### config.mk
export PLATFORM = sky130hd
export DESIGN_NAME = mem_port_arbiter_flat
export DESIGN_NICKNAME = d
export VERILOG_FILES = /design/src/rtl/mem_port_arbiter_if.sv /design/src/rtl/mem_port_arbiter.sv /design/src/flat_wrapper.sv
export SDC_FILE = /design/constraint.sdc
export NUM_CORES = 1
export LEC_CHECK = 0
export CORE_ASPECT_RATIO = 1.2
export CORE_MARGIN = 2
export CORE_UTILIZATION = 32
export CTS_CLUSTER_DIAMETER = 40
export DETAILED_ROUTE_END_ITERATION = 8
export GPL_TIMING_DRIVEN = 0
export PLACE_DENSITY_LB_ADDON = 0.15
export REMOVE_ABC_BUFFERS = 1
export SLEW_MARGIN = 10
export SYNTH_ARGS = -nofsm -noshare
export SYNTH_HDL_FRONTEND = slang
export SYNTH_SLANG_ARGS = --single-unit
### constraint.sdc
create_clock -name clk -period 3.9 [get_ports clk]
set_clock_uncertainty 0.05 [all_clocks]
set_input_delay 0.78 -clock clk [delete_from_list [all_inputs] [get_ports clk]]
set_output_delay 0.78 -clock clk [all_outputs]
set_load 0.005 [all_outputs]
### src/rtl/mem_port_arbiter_if.sv
// mem_port_arbiter_if
// Bundles the fetch requester, data requester and memory-side handshakes
// for mem_port_arbiter.
//   fetch : if_req, if_addr  -> arbiter;  if_rdata, if_done  <- arbiter
//   data  : d_read, d_write, d_addr, d_wdata -> arbiter;  d_rdata, d_done <- arbiter
//   memory: mem_req, mem_we, mem_addr, mem_wdata <- arbiter;  mem_rdata, mem_ack -> arbiter
//   status: stall, owner <- arbiter
// Modports: slave = arbiter view, master = surrounding pipeline/memory view.
interface mem_port_arbiter_if #(
  parameter int ADDR_W = 32,
  parameter int DATA_W = 32
);
  logic              if_req;
  logic [ADDR_W-1:0] if_addr;
  logic [DATA_W-1:0] if_rdata;
  logic              if_done;
  logic              d_read;
  logic              d_write;
  logic [ADDR_W-1:0] d_addr;
  logic [DATA_W-1:0] d_wdata;
  logic [DATA_W-1:0] d_rdata;
  logic              d_done;
  logic              mem_req;
  logic              mem_we;
  logic [ADDR_W-1:0] mem_addr;
  logic [DATA_W-1:0] mem_wdata;
  logic [DATA_W-1:0] mem_rdata;
  logic              mem_ack;
  logic              stall;
  logic [1:0]        owner;

  modport slave (
    input  if_req, if_addr, d_read, d_write, d_addr, d_wdata, mem_rdata, mem_ack,
    output if_rdata, if_done, d_rdata, d_done, mem_req, mem_we, mem_addr, mem_wdata,
           stall, owner
  );

  modport master (
    output if_req, if_addr, d_read, d_write, d_addr, d_wdata, mem_rdata, mem_ack,
    input  if_rdata, if_done, d_rdata, d_done, mem_req, mem_we, mem_addr, mem_wdata,
           stall, owner
  );
endinterface

### src/rtl/mem_port_arbiter.sv
// mem_port_arbiter
// Shares one single-ported unified memory between instruction fetch and the
// load/store datapath. Accesses are serialised through IDLE -> ISSUE -> DONE;
// data wins over fetch, read data is returned in a per-requester register,
// and stall is held while any request is outstanding.
// Ports:
//   clk   - system clock, rising edge
//   reset - synchronous, active-high
//   bus   - mem_port_arbiter_if.slave (fetch, data, memory, stall, owner)
// Parameters: ADDR_W, DATA_W, STARVE_LIMIT (fairness build only).
// Build option: define ARB_FAIRNESS_EN to let a starved fetch win after
// STARVE_LIMIT consecutive data grants; otherwise strict data priority.
module mem_port_arbiter #(
  parameter int ADDR_W       = 32,
  parameter int DATA_W       = 32,
  parameter int STARVE_LIMIT = 4
) (
  input logic             clk,
  input logic             reset,
  mem_port_arbiter_if.slave bus
);

  typedef enum logic [1:0] {IDLE, ISSUE, DONE} state_t;
  typedef enum logic [1:0] {OWN_NONE = 2'b00, OWN_FETCH = 2'b01, OWN_DATA = 2'b10} owner_t;

  state_t state, state_nxt;
  owner_t own;

  logic              mem_req_q, mem_we_q, if_done_q, d_done_q;
  logic [ADDR_W-1:0] mem_addr_q;
  logic [DATA_W-1:0] mem_wdata_q, if_rdata_q, d_rdata_q;

  logic d_pend, if_pend, fetch_override, grant_d, grant_f;

  assign d_pend  = bus.d_read | bus.d_write;
  assign if_pend = bus.if_req;

`ifdef ARB_FAIRNESS_EN
  localparam int CNT_W = (STARVE_LIMIT < 1) ? 1 : $clog2(STARVE_LIMIT + 1);
  logic [CNT_W-1:0] starve_cnt;

  assign fetch_override = if_pend & d_pend & (starve_cnt == CNT_W'(STARVE_LIMIT));

  always_ff @(posedge clk) begin
    if (reset)                  starve_cnt <= '0;
    else if (grant_f)           starve_cnt <= '0;
    else if (grant_d & if_pend) starve_cnt <= starve_cnt + CNT_W'(1);
  end
`else
  // Strict data priority; STARVE_LIMIT only matters in the fairness build.
  assign fetch_override = (STARVE_LIMIT < 0);
`endif

  always_ff @(posedge clk) begin
    if (reset) state <= IDLE;
    else       state <= state_nxt;
  end

  always_comb begin
    state_nxt = state;
    grant_d   = 1'b0;
    grant_f   = 1'b0;
    case (state)
      IDLE: begin
        if (d_pend && !fetch_override) begin
          grant_d   = 1'b1;
          state_nxt = ISSUE;
        end else if (if_pend) begin
          grant_f   = 1'b1;
          state_nxt = ISSUE;
        end
      end
      ISSUE:   if (bus.mem_ack) state_nxt = DONE;
      DONE:    state_nxt = IDLE;
      default: state_nxt = IDLE;
    endcase
  end

  // Access fields are latched at grant so requester changes during ISSUE
  // cannot disturb the memory.
  always_ff @(posedge clk) begin
    if (reset) begin
      own         <= OWN_NONE;
      mem_req_q   <= 1'b0;
      mem_we_q    <= 1'b0;
      mem_addr_q  <= '0;
      mem_wdata_q <= '0;
      if_rdata_q  <= '0;
      d_rdata_q   <= '0;
      if_done_q   <= 1'b0;
      d_done_q    <= 1'b0;
    end else begin
      if_done_q <= 1'b0;
      d_done_q  <= 1'b0;
      case (state)
        IDLE: begin
          if (grant_d) begin
            own         <= OWN_DATA;
            mem_req_q   <= 1'b1;
            mem_we_q    <= bus.d_write;   // read+write together is a write
            mem_addr_q  <= bus.d_addr;
            mem_wdata_q <= bus.d_wdata;
          end else if (grant_f) begin
            own        <= OWN_FETCH;
            mem_req_q  <= 1'b1;
            mem_we_q   <= 1'b0;
            mem_addr_q <= bus.if_addr;
          end
        end
        ISSUE: begin
          if (bus.mem_ack) begin
            mem_req_q <= 1'b0;
            mem_we_q  <= 1'b0;
            if (own == OWN_FETCH) begin
              if_rdata_q <= bus.mem_rdata;
              if_done_q  <= 1'b1;
            end else begin
              if (!mem_we_q) d_rdata_q <= bus.mem_rdata;
              d_done_q <= 1'b1;
            end
          end
        end
        DONE:    own <= OWN_NONE;
        default: own <= OWN_NONE;
      endcase
    end
  end

  assign bus.mem_req   = mem_req_q;
  assign bus.mem_we    = mem_we_q;
  assign bus.mem_addr  = mem_addr_q;
  assign bus.mem_wdata = mem_wdata_q;
  assign bus.if_rdata  = if_rdata_q;
  assign bus.d_rdata   = d_rdata_q;
  assign bus.if_done   = if_done_q;
  assign bus.d_done    = d_done_q;
  assign bus.owner     = own;
  assign bus.stall     = (if_pend & ~if_done_q) | (d_pend & ~d_done_q);

endmodule

### src/flat_wrapper.sv
// flat-port wrapper written by rule: the top's interface ports become plain ports
module mem_port_arbiter_flat 
#(
  parameter int ADDR_W       = 32,
  parameter int DATA_W       = 32,
  parameter int STARVE_LIMIT = 4
)
  (clk, reset, bus_if_req, bus_if_addr, bus_d_read, bus_d_write, bus_d_addr, bus_d_wdata, bus_mem_rdata, bus_mem_ack, bus_if_rdata, bus_if_done, bus_d_rdata, bus_d_done, bus_mem_req, bus_mem_we, bus_mem_addr, bus_mem_wdata, bus_stall, bus_owner);
  mem_port_arbiter_if #(.ADDR_W(ADDR_W), .DATA_W(DATA_W)) bus_i ();
  input logic clk;
  input logic reset;
  input wire logic [$bits(bus_i.if_req)-1:0] bus_if_req;
  input wire logic [$bits(bus_i.if_addr)-1:0] bus_if_addr;
  input wire logic [$bits(bus_i.d_read)-1:0] bus_d_read;
  input wire logic [$bits(bus_i.d_write)-1:0] bus_d_write;
  input wire logic [$bits(bus_i.d_addr)-1:0] bus_d_addr;
  input wire logic [$bits(bus_i.d_wdata)-1:0] bus_d_wdata;
  input wire logic [$bits(bus_i.mem_rdata)-1:0] bus_mem_rdata;
  input wire logic [$bits(bus_i.mem_ack)-1:0] bus_mem_ack;
  output wire logic [$bits(bus_i.if_rdata)-1:0] bus_if_rdata;
  output wire logic [$bits(bus_i.if_done)-1:0] bus_if_done;
  output wire logic [$bits(bus_i.d_rdata)-1:0] bus_d_rdata;
  output wire logic [$bits(bus_i.d_done)-1:0] bus_d_done;
  output wire logic [$bits(bus_i.mem_req)-1:0] bus_mem_req;
  output wire logic [$bits(bus_i.mem_we)-1:0] bus_mem_we;
  output wire logic [$bits(bus_i.mem_addr)-1:0] bus_mem_addr;
  output wire logic [$bits(bus_i.mem_wdata)-1:0] bus_mem_wdata;
  output wire logic [$bits(bus_i.stall)-1:0] bus_stall;
  output wire logic [$bits(bus_i.owner)-1:0] bus_owner;
  assign bus_i.if_req = bus_if_req;
  assign bus_i.if_addr = bus_if_addr;
  assign bus_i.d_read = bus_d_read;
  assign bus_i.d_write = bus_d_write;
  assign bus_i.d_addr = bus_d_addr;
  assign bus_i.d_wdata = bus_d_wdata;
  assign bus_i.mem_rdata = bus_mem_rdata;
  assign bus_i.mem_ack = bus_mem_ack;
  assign bus_if_rdata = bus_i.if_rdata;
  assign bus_if_done = bus_i.if_done;
  assign bus_d_rdata = bus_i.d_rdata;
  assign bus_d_done = bus_i.d_done;
  assign bus_mem_req = bus_i.mem_req;
  assign bus_mem_we = bus_i.mem_we;
  assign bus_mem_addr = bus_i.mem_addr;
  assign bus_mem_wdata = bus_i.mem_wdata;
  assign bus_stall = bus_i.stall;
  assign bus_owner = bus_i.owner;
  mem_port_arbiter #(.ADDR_W(ADDR_W), .DATA_W(DATA_W), .STARVE_LIMIT(STARVE_LIMIT)) u_core (.clk(clk), .reset(reset), .bus(bus_i));
endmodule
== Yosys cells after proc, flatten, opt, wreduce, memory -nomap -nowiden ==
Index checks and enable logic that the tools add are counted.

* Register bits: 136
* Logic and storage cells: 59
* Output and inout port bits: 135

* Mux-type cells: 23
* Bitwise operators: 10
* Eq/ne operators: 5
* Reductions and logical operators: 11

{| class="wikitable"
|+ Operator list
! operator !! number
|-
| $mux W32 || 2
|-
| $mux W1 || 12
|-
| $mux W2 || 5
|-
| $pmux W2 S2 || 2
|-
| $reduce_and A2 Y1 || 4
|-
| $not A1 Y1 || 6
|-
| $reduce_and A3 Y1 || 2
|-
| $eq A2 B1 Y1 const B || 2
|-
| $pmux W1 S2 || 2
|-
| $reduce_and A4 Y1 || 1
|-
| $reduce_bool A2 Y1 || 2
|-
| $ne A3 B1 Y1 const B || 1
|-
| $ne A3 B2 Y1 const B || 1
|-
| $reduce_or A3 Y1 || 1
|-
| $and A1 B1 Y1 || 2
|-
| $logic_not A2 Y1 || 1
|-
| $ne A2 B2 Y1 const B || 1
|-
| $or A1 B1 Y1 || 2
|}

== Logic depth before layout (Yosys ltp) ==
* Depth after elaboration: 6
* Gate-level depth with buffers: 6
* Gate-level depth less buffers: 3

== Least setup slack after synthesis ==
No wires, ideal clock.

* Path kind: input port to output port
* From: in bus_d_write
* To: out bus_stall
* Stages: 3
* Setup slack: 1.641 ns
* Data required time: 3.070 ns
* Arrival time: 1.429 ns
* Path through: nor2_1 clkbuf_1 o22ai_1

* Longest elaborated chain between the ends: 3

{| class="wikitable"
|+ RTL lines
! item !! RTL line !! source
|-
| from (decl) || flat_wrapper.sv:15 || <nowiki>input wire logic [$bits(bus_i.d_write)-1:0] bus_d_write;</nowiki>
|-
| $or A1 B1 Y1 || mem_port_arbiter.sv:35 || <nowiki>assign d_pend = bus.d_read | bus.d_write;</nowiki>
|-
| $and A1 B1 Y1 || mem_port_arbiter.sv:138 || <nowiki>assign bus.stall = (if_pend & ~if_done_q) | (d_pend & ~d_done_q);</nowiki>
|-
| $or A1 B1 Y1 || mem_port_arbiter.sv:138 ||
|-
| to (decl) || flat_wrapper.sv:28 || <nowiki>output wire logic [$bits(bus_i.stall)-1:0] bus_stall;</nowiki>
|}

No other way between the ends.

== Final worst setup path ==
Same ends and word-level chain as after synthesis.

==> impl_results.md <==
* Status: completed
* Antenna cells at 0
* CP Max Fanout at 20
* Crit start category: primary input
* Slew margin rel. at 0.286
* Synth unique cells at 25
* Clk buf depth at 2
* Area Overhead vs Synth at 63.7%
* Vias in the first global route at 5108
* Initial DRC Count at 183
* Worst skew pair latency at 400 ps
* Largest net degree at the start of global routing at 95
* Achievable Freq at 298 MHz
* Req. time, crit path at 3070 ps
* Num rows at 52
* Core Region at 16700 um2
* Drt total wl at 17100 um
* HP Class: flip-flop to flip-flop
* Yosys warns at 0
* Max rail drop VDD at 273 uV
* Placer Congestion at 0.739
* Final non-filler cell total at 1013
* Final period util at 0.859
* Global-route wire length before repair at 26000 um
* Die ar. at 18000 um2
* DIE WIDTH at 123 um
* Vias after detailed routing at 4976
* CP endpoint kind: primary output
* MaxCap Viol Count at 0
* Count of boundary I/O pins at 269
* Total track usage at 0.184
* Crit-path cells: clkdlybuf4s50_1 -> nor2_2 -> o22ai_1 -> clkdlybuf4s50_1
* Worst setup path class: primary input to primary output
* Mapped cell area at 5430 um2
* Cell count after synthesis at 540
* Post-route ant nets at 0
* Antenna violations before repair at 0
* Sequential element share of the synthesized area at 0.502
* Vias per cell at 4.91
* # setup viols final at 0
* Avg WL per Cell at 16.9 um
* Top cells by area, synth: dfxtp_1, mux2i_1, nand2b_1
* Total Nets Final at 918
* Yosys reg bits at 136
* Leading area contributor after synthesis: dfxtp_1
* Post-CTS setup buffers at 0
* Pwr dens at 426 nW/um2
* Root Driver: clkbuf_16
* RSZ-0062 raised after global routing: false
* Die height at 147 um
* Input/output buffers at 268
* Final min period at 3350 ps
* Post-CTS Resized at 0
* Clock sinks at 136
* H-tree depth at 4
* Yosys top cell area share at 0.502
* Placed Cells at 981
* Fin Setup TNS at 0 ps
* Hold Buf Count CTS at 0
* CP Data Arrival Time at 2520 ps
* Max incr delay on CP at 610 ps
* Clock-pin slew on the worst setup and hold paths at 60 ps
* Final hold violation count at 0
* DR DRC count at 0
* Post-synthesis average cell area at 10.1 um2
* CTS tree: yes
* HPWL Detailed at 12200 um
* Leak at 3.50 nW
* Slew @ Worst Pin at 1070 ps
* Global route total overflow at 0
* Detailed Routing Iterations Pass 1 at 4
* Worst path most repeated cell: clkdlybuf4s50_1
* Ratio of cells with drive above 1 in the final layout at 0.0640
* Slew Limit Fails at 0
* Critical Path Slowest Stage Cell: nor2_2
* TritonCTS buffer count at 17
* Starting density of the core at 0.325
logic make-up after synthesis:
| kind of cell | synth area share |
|---|---|
| and+or+nand+nor | 0.201 |
| buffers and inverters | 0.0491 |
| DFF | 0.502 |
| muxes | 0.118 |
| AOI/OAI and AO/OA | 0.130 |
cell usage in the layout (no fill, tap or decap), types with 2 or more instances in the layout:
master,netlist,layout
nand2b_1,97,97
mux2i_1,64,64
nor3_1,6,4
o21ai_0,33,33
a21oi_1,35,35
nor2_1,4,2
nand2_1,2,2
a221o_1,32,32
clkinvlp_4,0,2
nor2_2,0,2
clkdlybuf4s50_1,0,267
buf_4,5,2
clkbuf_8,0,2
nor2b_1,3,2
inv_6,0,5
clkbuf_16,0,17
dfxtp_1,136,136
and3_1,33,32
inv_1,2,2
nand3_1,32,32
o22ai_1,2,2
bufinv_16,0,3
nor3_2,0,2
buf_6,5,3
buf_12,0,2
cell type report:
class	count	area, um2
fillers	1492	7830
inverters	2	7.51
repair buffers	276	2800
clock inverters	12	163
well taps	216	270
flip-flops and latches	136	2720
multi-input cells	351	2460
clock buffers	20	457
where the power goes:
| part | switching, mW | total, mW | internal, mW |
|---|---|---|---|
| logic | 0.219 | 0.584 | 0.365 |
| clock network | 0.626 | 1.68 | 1.05 |
| registers | 0.0461 | 1.52 | 1.48 |
metal layers:
metal  GRT usage  up-vias  routed length, um
li1            -     2400                  -
met1       0.193     2363               6500
met2       0.322      188               8540
met3      0.0742       25               1640
met4      0.0747        0                435
met5           0        -                  0
synthesized netlist by cell type (all sizes together):
library cell	number
a21oi	35
a221o	32
and3	33
buf	19
clkbuf	32
dfxtp	136
inv	2
mux2i	64
nand2	2
nand2b	97
nand3	32
nand3b	1
nor2	4
nor2b	3
nor3	6
o211ai	1
o21ai	33
o21ba	1
o22a	1
o22ai	2
or2	2
or3	1
or3b	1
path summary, 6_finish.rpt:
path	slack [ps]	end	cells past startpoint	startpoint
setup / recovery	550	bus_stall	4	bus_d_write
hold / removal	420	u_core.bus.mem_req	2	u_core.bus.mem_req
setup reg to reg	1610	u_core.bus.mem_addr[28]	3	u_core.state[0]
hold reg to reg	420	u_core.bus.mem_req	2	u_core.bus.mem_req
worst max-delay path, delay by kind of cell:
kind	cells	cell delay, ps
compound gates	1	130
buf+inv	2	990
simple gates	1	610
through the flow:
stage	area (um2)	setup WS, ps	power, mW	utilization	hold slack [ps]
3_3_place_gp	8120	-4070	2.11	0.486	408
3_5_place_dp	8270	433	2.14	0.494	412
6_report	8890	549	3.78	0.532	419
2_1_floorplan	5170	835	1.74	-	397
4_1_cts	8890	536	3.84	0.531	426
5_1_grt	8890	449	3.94	0.532	442
sequential cells by signal, indices dropped and copies added, names as in the netlist:
name / count
u_core.bus.mem_addr: 32
u_core.state: 2
u_core.bus.d_rdata: 32
u_core.bus.mem_we: 1
u_core.bus.mem_wdata: 32
u_core.bus.if_done: 1
u_core.bus.mem_req: 1
u_core.bus.d_done: 1
u_core.bus.if_rdata: 32
u_core.bus.owner: 2
Note: power is estimated with default switching activity, not from simulation.
